[config.mk]
export PLATFORM = sky130hd
export DESIGN_NAME = qdiv_ctrl_flat
export DESIGN_NICKNAME = d
export VERILOG_FILES = /design/src/rtl/qdiv_ctrl_if.sv /design/src/rtl/qdiv_ctrl.sv /design/src/flat_wrapper.sv
export SDC_FILE = /design/constraint.sdc
export NUM_CORES = 1
export LEC_CHECK = 0
export BUFFER_PORTS_ARGS = -buffer_cell sky130_fd_sc_hd__buf_2
export CORE_UTILIZATION = 51
export CTS_CLUSTER_DIAMETER = 50
export DETAILED_ROUTE_END_ITERATION = 8
export HOLD_SLACK_MARGIN = 0.02
export PLACE_DENSITY = 0.84
export REMOVE_ABC_BUFFERS = 1
export SLEW_MARGIN = 10
export SYNTH_ARGS = -nofsm -noshare
export SYNTH_HDL_FRONTEND = slang
export SYNTH_SLANG_ARGS = --single-unit
[constraint.sdc]
create_clock -name i_clk -period 6.2 [get_ports i_clk]
set_input_delay 0.62 -clock i_clk [delete_from_list [all_inputs] [get_ports i_clk]]
set_output_delay 0.62 -clock i_clk [all_outputs]
set_load 0.005 [all_outputs]
[src/rtl/qdiv_ctrl_if.sv]
// -----------------------------------------------------------------------------
// qdiv_ctrl_if
// Bundles the three handshakes of qdiv_ctrl: the request stream (s_*), the
// result stream (m_*) and the start/complete link to the iterative divider
// (div_*), plus the busy status flag.
//   slave  : view used by qdiv_ctrl (consumes requests, produces results,
//            drives the divider).
//   master : view used by the environment (request source, result sink and
//            divider).
// Parameters: N (word width incl. sign), TAG_W (request tag width).
// -----------------------------------------------------------------------------
interface qdiv_ctrl_if #(
  parameter int N     = 32,
  parameter int TAG_W = 4
);
  // request stream
  logic             s_valid;
  logic             s_ready;
  logic [N-1:0]     s_dividend;
  logic [N-1:0]     s_divisor;
  logic [TAG_W-1:0] s_tag;
  // result stream
  logic             m_valid;
  logic             m_ready;
  logic [N-1:0]     m_quotient;
  logic [TAG_W-1:0] m_tag;
  logic             m_ovf;
  logic             m_dz;
  // divider link
  logic             div_start;
  logic [N-1:0]     div_dividend;
  logic [N-1:0]     div_divisor;
  logic             div_complete;
  logic [N-1:0]     div_quotient;
  logic             div_overflow;
  // status
  logic             busy;

  modport slave (
    input  s_valid, s_dividend, s_divisor, s_tag,
    output s_ready,
    input  m_ready,
    output m_valid, m_quotient, m_tag, m_ovf, m_dz,
    output div_start, div_dividend, div_divisor,
    input  div_complete, div_quotient, div_overflow,
    output busy
  );

  modport master (
    output s_valid, s_dividend, s_divisor, s_tag,
    input  s_ready,
    output m_ready,
    input  m_valid, m_quotient, m_tag, m_ovf, m_dz,
    input  div_start, div_dividend, div_divisor,
    output div_complete, div_quotient, div_overflow,
    input  busy
  );
endinterface

[src/rtl/qdiv_ctrl.sv]
// -----------------------------------------------------------------------------
// qdiv_ctrl
// Request sequencer and result buffer around the iterative sign-magnitude
// Q-format divider. Requests are accepted one at a time; divide-by-zero is
// resolved locally without starting the divider, overflowed quotients are
// saturated, and tagged results are returned through a 2-entry
// first-word-fall-through FIFO so the divider can finish while the result
// consumer stalls.
//
// Ports:
//   i_clk   : clock
//   i_rstn  : synchronous active-low reset (the divider must share it)
//   bus     : qdiv_ctrl_if.slave
//             s_valid/s_ready/s_dividend/s_divisor/s_tag   request stream
//             m_valid/m_ready/m_quotient/m_tag/m_ovf/m_dz  result stream
//             div_start/div_dividend/div_divisor           divider command
//             div_complete/div_quotient/div_overflow       divider response
//             busy                                         high in ISSUE/BUSY
//
// Build option:
//   QDIV_CTRL_TWOS_COMP_OUT_EN - when defined, m_quotient is delivered in
//   N-bit two's complement (after saturation) and one register stage is
//   inserted ahead of the FIFO write, adding one cycle to every result.
// -----------------------------------------------------------------------------
module qdiv_ctrl #(
  parameter int Q     = 15,
  parameter int N     = 32,
  parameter int TAG_W = 4
) (
  input  logic       i_clk,
  input  logic       i_rstn,
  qdiv_ctrl_if.slave bus
);

  // FIFO entry layout: {quotient, tag, ovf, dz}
  localparam int E_W = N + TAG_W + 2;

  // The magnitude must hold at least one integer and one fraction bit.
  if ((Q < 1) || (Q > (N - 2))) begin : g_bad_q
    $error("qdiv_ctrl: Q out of range for N");
  end

  typedef enum logic [1:0] {
    ST_IDLE  = 2'd0,
    ST_ISSUE = 2'd1,
    ST_BUSY  = 2'd2
  } state_e;

  // ---------------------------------------------------------------------------
  // Helpers
  // ---------------------------------------------------------------------------

  // Sign-magnitude word with negative zero folded onto +0.
  function automatic logic [N-1:0] sm_word(input logic sign, input logic [N-2:0] mag);
    logic [N-1:0] w;
    if (mag == {(N-1){1'b0}}) begin
      w = {N{1'b0}};
    end else begin
      w = {sign, mag};
    end
    return w;
  endfunction

  function automatic logic [E_W-1:0] pack_entry(input logic [N-1:0] q,
                                                input logic [TAG_W-1:0] t,
                                                input logic ovf,
                                                input logic dz);
    return {q, t, ovf, dz};
  endfunction

`ifdef QDIV_CTRL_TWOS_COMP_OUT_EN
  // Sign-magnitude to two's complement; the all-ones negative magnitude maps
  // to -(2^(N-1)-1), so saturation never produces the most negative code.
  function automatic logic [N-1:0] to_twos(input logic [N-1:0] sm);
    logic [N-1:0] r;
    if (sm[N-1]) begin
      r = {N{1'b0}} - {1'b0, sm[N-2:0]};
    end else begin
      r = sm;
    end
    return r;
  endfunction
`endif

  // ---------------------------------------------------------------------------
  // State
  // ---------------------------------------------------------------------------
  state_e           state_q, state_d;
  logic             busy_first_q, busy_first_d;
  logic [N-1:0]     dividend_q, dividend_d;
  logic [N-1:0]     divisor_q, divisor_d;
  logic [TAG_W-1:0] tag_q, tag_d;

  logic [E_W-1:0]   mem_q [2];
  logic             wr_ptr_q;
  logic             rd_ptr_q;
  logic [1:0]       count_q, count_d;

  // ---------------------------------------------------------------------------
  // Combinational nets
  // ---------------------------------------------------------------------------
  logic             ready_s;
  logic             accept_s;
  logic             dz_s;
  logic             done_s;
  logic             pop_s;
  logic             push_s;
  logic [E_W-1:0]   push_entry_s;
  logic [1:0]       occ_s;
  logic [E_W-1:0]   head_s;

  logic             res_push_s;
  logic             res_sign_s;
  logic [N-2:0]     res_mag_s;
  logic             res_ovf_s;
  logic             res_dz_s;
  logic [TAG_W-1:0] res_tag_s;
  logic [N-1:0]     res_word_s;
  logic [N-1:0]     out_word_s;
  logic [E_W-1:0]   res_entry_s;

  // A request is only taken when the divider is idle and a FIFO slot (counting
  // any result still in the output register) is free, so the single in-flight
  // op always has somewhere to land.
  assign ready_s  = i_rstn & (state_q == ST_IDLE) & bus.div_complete & (occ_s < 2'd2);
  assign accept_s = bus.s_valid & ready_s;
  assign dz_s     = (bus.s_divisor[N-2:0] == {(N-1){1'b0}});
  // The first BUSY cycle may still see the divider's pre-start complete flag.
  assign done_s   = (state_q == ST_BUSY) & ~busy_first_q & bus.div_complete;
  assign pop_s    = bus.m_valid & bus.m_ready;

  // Next-state and divider command decode for the issue sequencer.
  always_comb begin
    state_d      = state_q;
    busy_first_d = 1'b0;
    case (state_q)
      ST_IDLE: begin
        if (accept_s && !dz_s) begin
          state_d = ST_ISSUE;
        end else begin
          state_d = ST_IDLE;
        end
      end
      ST_ISSUE: begin
        state_d      = ST_BUSY;
        busy_first_d = 1'b1;
      end
      ST_BUSY: begin
        if (done_s) begin
          state_d = ST_IDLE;
        end else begin
          state_d = ST_BUSY;
        end
      end
      default: begin
        state_d = ST_IDLE;
      end
    endcase
  end

  // Operand/tag capture on every accepted request (DZ included).
  always_comb begin
    dividend_d = dividend_q;
    divisor_d  = divisor_q;
    tag_d      = tag_q;
    if (accept_s) begin
      dividend_d = bus.s_dividend;
      divisor_d  = bus.s_divisor;
      tag_d      = bus.s_tag;
    end else begin
      dividend_d = dividend_q;
      divisor_d  = divisor_q;
      tag_d      = tag_q;
    end
  end

  // Result formation: local DZ result at accept, or divider result at done.
  always_comb begin
    res_push_s = 1'b0;
    res_sign_s = 1'b0;
    res_mag_s  = {(N-1){1'b0}};
    res_ovf_s  = 1'b0;
    res_dz_s   = 1'b0;
    res_tag_s  = {TAG_W{1'b0}};
    if (accept_s && dz_s) begin
      res_push_s = 1'b1;
      res_sign_s = bus.s_dividend[N-1] ^ bus.s_divisor[N-1];
      res_mag_s  = {(N-1){1'b1}};
      res_dz_s   = 1'b1;
      res_tag_s  = bus.s_tag;
    end else if (done_s) begin
      res_push_s = 1'b1;
      res_sign_s = bus.div_quotient[N-1];
      if (bus.div_overflow) begin
        res_mag_s = {(N-1){1'b1}};
      end else begin
        res_mag_s = bus.div_quotient[N-2:0];
      end
      res_ovf_s  = bus.div_overflow;
      res_tag_s  = tag_q;
    end else begin
      res_push_s = 1'b0;
    end
  end

  assign res_word_s = sm_word(res_sign_s, res_mag_s);

`ifdef QDIV_CTRL_TWOS_COMP_OUT_EN
  logic           pipe_vld_q;
  logic [E_W-1:0] pipe_q;

  assign out_word_s  = to_twos(res_word_s);
  assign res_entry_s = pack_entry(out_word_s, res_tag_s, res_ovf_s, res_dz_s);

  // Output-format register between result formation and the FIFO write.
  always_ff @(posedge i_clk) begin
    if (!i_rstn) begin
      pipe_vld_q <= 1'b0;
      pipe_q     <= {E_W{1'b0}};
    end else begin
      pipe_vld_q <= res_push_s;
      if (res_push_s) begin
        pipe_q <= res_entry_s;
      end
    end
  end

  assign push_s       = pipe_vld_q;
  assign push_entry_s = pipe_q;
  assign occ_s        = count_q + {1'b0, pipe_vld_q};
`else
  assign out_word_s   = res_word_s;
  assign res_entry_s  = pack_entry(out_word_s, res_tag_s, res_ovf_s, res_dz_s);
  assign push_s       = res_push_s;
  assign push_entry_s = res_entry_s;
  assign occ_s        = count_q;
`endif

  // FIFO occupancy; simultaneous push and pop leave the count unchanged.
  always_comb begin
    count_d = count_q;
    case ({push_s, pop_s})
      2'b10:   count_d = count_q + 2'd1;
      2'b01:   count_d = count_q - 2'd1;
      default: count_d = count_q;
    endcase
  end

  // Sequencer, operand and tag registers.
  always_ff @(posedge i_clk) begin
    if (!i_rstn) begin
      state_q      <= ST_IDLE;
      busy_first_q <= 1'b0;
      dividend_q   <= {N{1'b0}};
      divisor_q    <= {N{1'b0}};
      tag_q        <= {TAG_W{1'b0}};
    end else begin
      state_q      <= state_d;
      busy_first_q <= busy_first_d;
      dividend_q   <= dividend_d;
      divisor_q    <= divisor_d;
      tag_q        <= tag_d;
    end
  end

  // Two-entry result FIFO storage and pointers.
  always_ff @(posedge i_clk) begin
    if (!i_rstn) begin
      mem_q[0] <= {E_W{1'b0}};
      mem_q[1] <= {E_W{1'b0}};
      wr_ptr_q <= 1'b0;
      rd_ptr_q <= 1'b0;
      count_q  <= 2'd0;
    end else begin
      if (push_s) begin
        mem_q[wr_ptr_q] <= push_entry_s;
        wr_ptr_q        <= ~wr_ptr_q;
      end
      if (pop_s) begin
        rd_ptr_q <= ~rd_ptr_q;
      end
      count_q <= count_d;
    end
  end

  // ---------------------------------------------------------------------------
  // Outputs: head of FIFO falls through; storage only changes on a write to
  // the other slot or on reset, so the head is stable while stalled.
  // ---------------------------------------------------------------------------
  assign head_s           = mem_q[rd_ptr_q];
  assign bus.m_valid      = (count_q != 2'd0);
  assign bus.m_quotient   = head_s[E_W-1 -: N];
  assign bus.m_tag        = head_s[TAG_W+1:2];
  assign bus.m_ovf        = head_s[1];
  assign bus.m_dz         = head_s[0];

  assign bus.s_ready      = ready_s;
  assign bus.div_start    = (state_q == ST_ISSUE);
  assign bus.div_dividend = dividend_q;
  assign bus.div_divisor  = divisor_q;
  assign bus.busy         = (state_q != ST_IDLE);

endmodule

[src/flat_wrapper.sv]
// flat-port wrapper written by rule: the top's interface ports become plain ports
module qdiv_ctrl_flat 
#(
  parameter int Q     = 15,
  parameter int N     = 32,
  parameter int TAG_W = 4
)
  (i_clk, i_rstn, bus_s_valid, bus_s_dividend, bus_s_divisor, bus_s_tag, bus_s_ready, bus_m_ready, bus_m_valid, bus_m_quotient, bus_m_tag, bus_m_ovf, bus_m_dz, bus_div_start, bus_div_dividend, bus_div_divisor, bus_div_complete, bus_div_quotient, bus_div_overflow, bus_busy);
  qdiv_ctrl_if #(.N(N), .TAG_W(TAG_W)) bus_i ();
  input  logic i_clk;
  input  logic i_rstn;
  input wire logic [$bits(bus_i.s_valid)-1:0] bus_s_valid;
  input wire logic [$bits(bus_i.s_dividend)-1:0] bus_s_dividend;
  input wire logic [$bits(bus_i.s_divisor)-1:0] bus_s_divisor;
  input wire logic [$bits(bus_i.s_tag)-1:0] bus_s_tag;
  output wire logic [$bits(bus_i.s_ready)-1:0] bus_s_ready;
  input wire logic [$bits(bus_i.m_ready)-1:0] bus_m_ready;
  output wire logic [$bits(bus_i.m_valid)-1:0] bus_m_valid;
  output wire logic [$bits(bus_i.m_quotient)-1:0] bus_m_quotient;
  output wire logic [$bits(bus_i.m_tag)-1:0] bus_m_tag;
  output wire logic [$bits(bus_i.m_ovf)-1:0] bus_m_ovf;
  output wire logic [$bits(bus_i.m_dz)-1:0] bus_m_dz;
  output wire logic [$bits(bus_i.div_start)-1:0] bus_div_start;
  output wire logic [$bits(bus_i.div_dividend)-1:0] bus_div_dividend;
  output wire logic [$bits(bus_i.div_divisor)-1:0] bus_div_divisor;
  input wire logic [$bits(bus_i.div_complete)-1:0] bus_div_complete;
  input wire logic [$bits(bus_i.div_quotient)-1:0] bus_div_quotient;
  input wire logic [$bits(bus_i.div_overflow)-1:0] bus_div_overflow;
  output wire logic [$bits(bus_i.busy)-1:0] bus_busy;
  assign bus_i.s_valid = bus_s_valid;
  assign bus_i.s_dividend = bus_s_dividend;
  assign bus_i.s_divisor = bus_s_divisor;
  assign bus_i.s_tag = bus_s_tag;
  assign bus_s_ready = bus_i.s_ready;
  assign bus_i.m_ready = bus_m_ready;
  assign bus_m_valid = bus_i.m_valid;
  assign bus_m_quotient = bus_i.m_quotient;
  assign bus_m_tag = bus_i.m_tag;
  assign bus_m_ovf = bus_i.m_ovf;
  assign bus_m_dz = bus_i.m_dz;
  assign bus_div_start = bus_i.div_start;
  assign bus_div_dividend = bus_i.div_dividend;
  assign bus_div_divisor = bus_i.div_divisor;
  assign bus_i.div_complete = bus_div_complete;
  assign bus_i.div_quotient = bus_div_quotient;
  assign bus_i.div_overflow = bus_div_overflow;
  assign bus_busy = bus_i.busy;
  qdiv_ctrl #(.Q(Q), .N(N), .TAG_W(TAG_W)) u_core (.i_clk(i_clk), .i_rstn(i_rstn), .bus(bus_i));
endmodule
After elaboration in Yosys (flattened, before gate mapping)
Memory sizes are Yosys's and may differ from the RTL's. A register that Yosys moved wholly into a read port is not among the register bits.
Cells that the tools add are included.
{ "word_totals": {"out_inout_bits": 106, "mem_count": 1, "elab_cells": 64, "ff_bits": 75, "ram_bits": 76} }
{ "classes": {"reduce_logical": 10, "n_addsub": 2, "mux": 27, "n_eq_ne": 4, "magnitude_cmp": 1, "bitwise_logic": 11} }
{ "memory_table": {"columns": ["name", "words", "width", "read_ports", "rd_ports_with_merged_regs", "wr", "line", "rtl"], "rows": [
  ["u_core.mem_q", 2, 38, 1, 1, 2, "qdiv_ctrl.sv:94", "logic [E_W-1:0] mem_q [2];"]
]} }
{ "ops": {"columns": ["cell", "n"], "rows": [
  ["two-way mux 31 bit", 3],
  ["logical NOT 31 bit", 2],
  ["two-way mux 38 bit", 1],
  ["OR reduction 38 bit", 1],
  ["two-way mux 32 bit", 1],
  ["two-way mux 1 bit", 17],
  ["two-way mux 4 bit", 2],
  ["bitwise AND 1 bit", 7],
  ["one-hot mux 2 bit (3 select lines)", 1],
  ["nonzero test 2 bit", 3],
  ["== test 2 x 1 -> 1 bit (second input constant)", 2],
  ["== test 2 bit (second input constant)", 2],
  ["one-hot mux 2 bit (2 select lines)", 1],
  ["inverter 1 bit", 3],
  ["adder 2 x 1 -> 2 bit (second input constant)", 1],
  ["logical AND 1 bit", 2],
  ["logical NOT 2 bit", 1],
  ["less-than comparator 2 bit (second input constant)", 1],
  ["two-way mux 2 bit", 1],
  ["subtractor 2 x 1 -> 2 bit (second input constant)", 1],
  ["logical NOT 1 bit", 1],
  ["bitwise XOR 1 bit", 1]
]} }

Depth between registers and ports, before layout
{ "depth": {"ltp_word": 12, "depth_mapped": 8, "mapped_depth_nobuf": 7} }

Worst setup path before layout
OpenSTA, ideal clock, no wires.
{ "synth_timing": {"path_type": "input to register", "start": "input port bus_s_divisor[3]", "end": "memory u_core.mem_q[0][0] (netlist name), enable pin", "path_buffers": 1, "slack_ps": 1525, "t_required_ps": 5714, "setup_ps": 486, "cell_stages": 5, "t_arrival_ps": 4188, "path_cell_list": "nor4_1 > and4_1 > clkbuf_1 > a31oi_1 > o21ai_0"} }
{ "synth_rtl": {"columns": ["element", "line", "rtl"], "rows": [
  ["start: declaration", "flat_wrapper.sv:14", "input wire logic [$bits(bus_i.s_divisor)-1:0] bus_s_divisor;"],
  ["end: declaration", "qdiv_ctrl.sv:94", null]
]} }

==> flow_metrics.py <==
metrics = {
    "synth": {
        "synth_fa_ha_area_frac": 0.00192,
        "synth.cell_area_um2": 6520,
        "synthCells": 626,
        "synth.area.mux_share": 0.0671,
        "yosysWarningCount": 0,
        "yosysUniqueCellTypes": 37,
        "seq_area_frac_synth": 0.583,
        "synthSimpleGateAreaFrac": 0.136,
        "synthXorXnorAreaFrac": 0.00537,
        "synth_edf_count": 76,
        "synth_compound_area_frac": 0.166,
        "syn_avg_cell_area_um2": 10.4,
        "synth-async-reset-ratio": 0,
        "synth_ff_type": "edfxtp_1",
        "synth_seq_cells": 152,
        "synth_top_family_by_area": "compound AO/OA/AOI/OAI gates",
    },
    "clocking": {
        "postCtsSetupBuffers": 0,
        "htree_levels": 4,
        "tritoncts": "built",
        "clkTransAtPathRegs_ps": 60,
        "clockBufferDepth": 2,
        "cts_sinks": 152,
        "cts_hold_buffers": 0,
        "cts_resized": 0,
        "numCtsBuffers": 17,
        "root_buffer": "clkbuf_16",
        "insertion_delay_ps": 420,
    },
    "layout": {
        "final_cells": 991,
        "fin_area_um2": 8120,
        "fin_nets": 917,
        "drive_gt1_frac": 0.350,
        "seqCellArea_um2": 3800,
        "fillerInstances": 992,
        "syn_to_final_growth_pct": 24.4,
        "multi_input_area_um2": 2480,
        "diodes": 0,
    },
    "timing": {
        "period_share": 0.557,
        "hold_viol_final": 0,
        "tns_ps": 0,
        "fin_skew_ps": 6.11,
        "min_period_ps": 3460,
        "setup_viol": 0,
        "report.final.slew_viol_count": 0,
        "slew-limit-headroom": 0.356,
        "grt_setup_unrepaired": "false",
        "max_freq_mhz": 289,
        "worstMarginPinSlew_ps": 966,
    },
    "critical_path": {
        "worstPathCellList": "buf_2 -> buf_4 -> and3_2 -> buf_4 -> a31oi_1 -> o21ai_4 -> buf_4",
        "worstSetupPathDepth": 7,
        "worstReg2RegEnd": "u_core.mem_q[0][17]",
        "rr_startpoint": "u_core.count_q[1]",
        "crit_fanout": 83,
        "arrival_ps": 3510,
        "r2r_slack_ps": 2990,
        "path_buf_inv": 4,
        "cp.required_ps": 6250,
        "critPathTopFamily": "buffers and inverters",
        "max_stage_delay_ps": 650,
        "cp_common_cell": "buf_4",
        "cp-start-kind": "primary input",
        "crit_type": "primary input to flip-flop",
        "end_kind": "flip-flop",
        "worst-r2r-cell-count": 6,
        "slowest_stage": "and3_2",
    },
    "routing": {
        "wl_mm": 15.4,
        "drc": 0,
        "firstDrtPassIters": 5,
        "vias": 5304,
        "met2_length_mm": 7.55,
        "dr.first_iter.drc_count": 293,
        "wl_met1_mm": 6.34,
        "wl_met3_mm": 1.37,
        "viasPerCell": 5.35,
        "post_drt_wl_per_cell_um": 15.5,
        "topRoutingLayerUsed": "met4",
        "detail-route-antenna-nets": 0,
    },
    "min_path": {
        "hold_depth": 3,
        "hold_end": "u_core.bus.div_dividend[5]",
        "hold_path_class": "primary input to flip-flop",
        "hp-start": "bus_s_dividend[5]",
    },
    "global_route": {
        "grt.overflow.total": 0,
        "antenna_found_initial": 1,
        "grtUsageTotal": 0.236,
        "grt_max_degree": 84,
        "grt_pass1_wl_mm": 23.8,
        "grt_pass1_vias": 5002,
    },
    "placed_design": {
        "place_area_um2": 7600,
        "placedCellCount": 959,
        "port_buffers": 211,
        "gp_congestion": 0.757,
        "dp_hpwl_mm": 9.85,
    },
    "floorplanning": {
        "die_h_um": 115,
        "coreArea_um2": 12300,
        "die_area_um2": 13200,
        "start_util": 0.532,
        "fp.dieW_um": 115,
        "ios": 212,
        "row_count": 40,
    },
    "power_and_ir_drop": {
        "sequentialPowerShare": 0.504,
        "p_switching_uw": 481,
        "power.total_mw": 2.20,
        "clockPowerShare": 0.414,
        "swShare": 0.218,
        "p_per_area_nw_per_um2": 271,
        "vdd_drop_max_mv": 0.189,
        "internal-power_mw": 1.72,
        "p_comb_frac": 0.082,
        "p_leak_nw": 3.21,
    },
    "flow_run": {
        "drv_cap": 0,
    },
    "outcome": {
        "status": "completed",
    },
}
## logic make-up after synthesis
logic type,count (synthesis)
AOI/OAI and AO/OA,180
xor gates and xnor gates,4
adders and majority gates,1
buffers and inverters,53
DFF,152
muxes,39
and+or+nand+nor,197
## flip-flops by register name, indices dropped and copies added (netlist names), named ones only
signal,count
u_core.rd_ptr_q,1
u_core.wr_ptr_q,1
u_core.tag_q,4
u_core.bus.div_divisor,32
u_core.busy_first_q,1
u_core.bus.div_dividend,32
u_core.state_q,2
u_core.mem_q,76
u_core.count_q,2
## cell usage after synthesis (all sizes together) (2+ instances only)
| master | count | area (um^2) |
|---|---|---|
| and2 | 5 | 31.3 |
| nand3 | 8 | 52.6 |
| xnor2 | 3 | 26.3 |
| nor2 | 4 | 15.0 |
| dfxtp | 76 | 1520 |
| o21ai | 39 | 195 |
| edfxtp | 76 | 2280 |
| a21oi | 69 | 345 |
| buf | 21 | 149 |
| nor2b | 5 | 31.3 |
| a21boi | 69 | 518 |
| nor4 | 15 | 93.8 |
| clkbuf | 32 | 120 |
| mux2 | 38 | 428 |
| and4 | 2 | 17.5 |
| or2 | 2 | 12.5 |
| nand2 | 145 | 544 |
| nand4 | 3 | 18.8 |
## layout make-up
class	instances	share of cell area
flip-flops and latches	152	0.469
multi-input cells	421	0.305
repair buffers	218	0.137
clock buffers	25	0.0561
well taps	168	0.0259
clock inverters	7	0.00709
## power groups by stage
stage	Sequential, mW	Clock (mW)	Combinational, mW
5_1_grt	1.11	0.972	0.199
2_1_floorplan	1.13	0	0.0758
3_3_place_gp	1.13	0	0.180
3_5_place_dp	1.13	0	0.181
4_1_cts	1.11	0.926	0.182
6_report	1.11	0.912	0.181
## how the worst max path moves through the flow
stage	slack [ps]	end	startpoint
after global placement	2300	u_core.mem_q[1][0]	i_rstn
after floorplan	300	u_core.mem_q[0][0]	bus_div_complete
after CTS	2730	u_core.mem_q[0][37]	i_rstn
after detailed placement	2280	u_core.mem_q[0][0]	i_rstn
final	2740	u_core.mem_q[0][17]	i_rstn
after global routing	2550	u_core.count_q[1]	i_rstn
## worst min-delay path, delay by kind of cell
kind / cells / cell delay, ps
buffers and inverters: 1 / 90
AO/OA/AOI/OAI: 1 / 60
AND/OR/NAND/NOR: 1 / 40
## layout by cell type, fill, tap and decap left out, drive strengths merged, types with 2 or more instances in the layout
| master | count |
|---|---|
| nor4 | 15 |
| clkbuf | 25 |
| nand2 | 145 |
| dfxtp | 76 |
| nor2b | 5 |
| and2 | 5 |
| or2 | 2 |
| clkinv | 6 |
| a21boi | 69 |
| a21oi | 69 |
| edfxtp | 76 |
| nand3 | 8 |
| and4 | 2 |
| nor2 | 4 |
| xnor2 | 3 |
| buf | 218 |
| nand4 | 3 |
| o21ai | 39 |
| mux2 | 38 |
## routing by layer
metal	GRT usage	vias up
met2	0.401	233
met1	0.277	2485
met5	0	-
met3	0.0933	13
li1	-	2573
met4	0.0649	0
## stage by stage
| stage | util | hold slack, ps | setup slack, ps |
|---|---|---|---|
| final | 0.662 | 443 | 2740 |
| after global routing | 0.662 | 434 | 2550 |
| after CTS | 0.662 | 433 | 2730 |
| after detailed placement | 0.620 | 455 | 2280 |
| after global placement | 0.620 | 448 | 2300 |
| after floorplan | - | 444 | 299 |
Power figures use the tool's default switching activity.
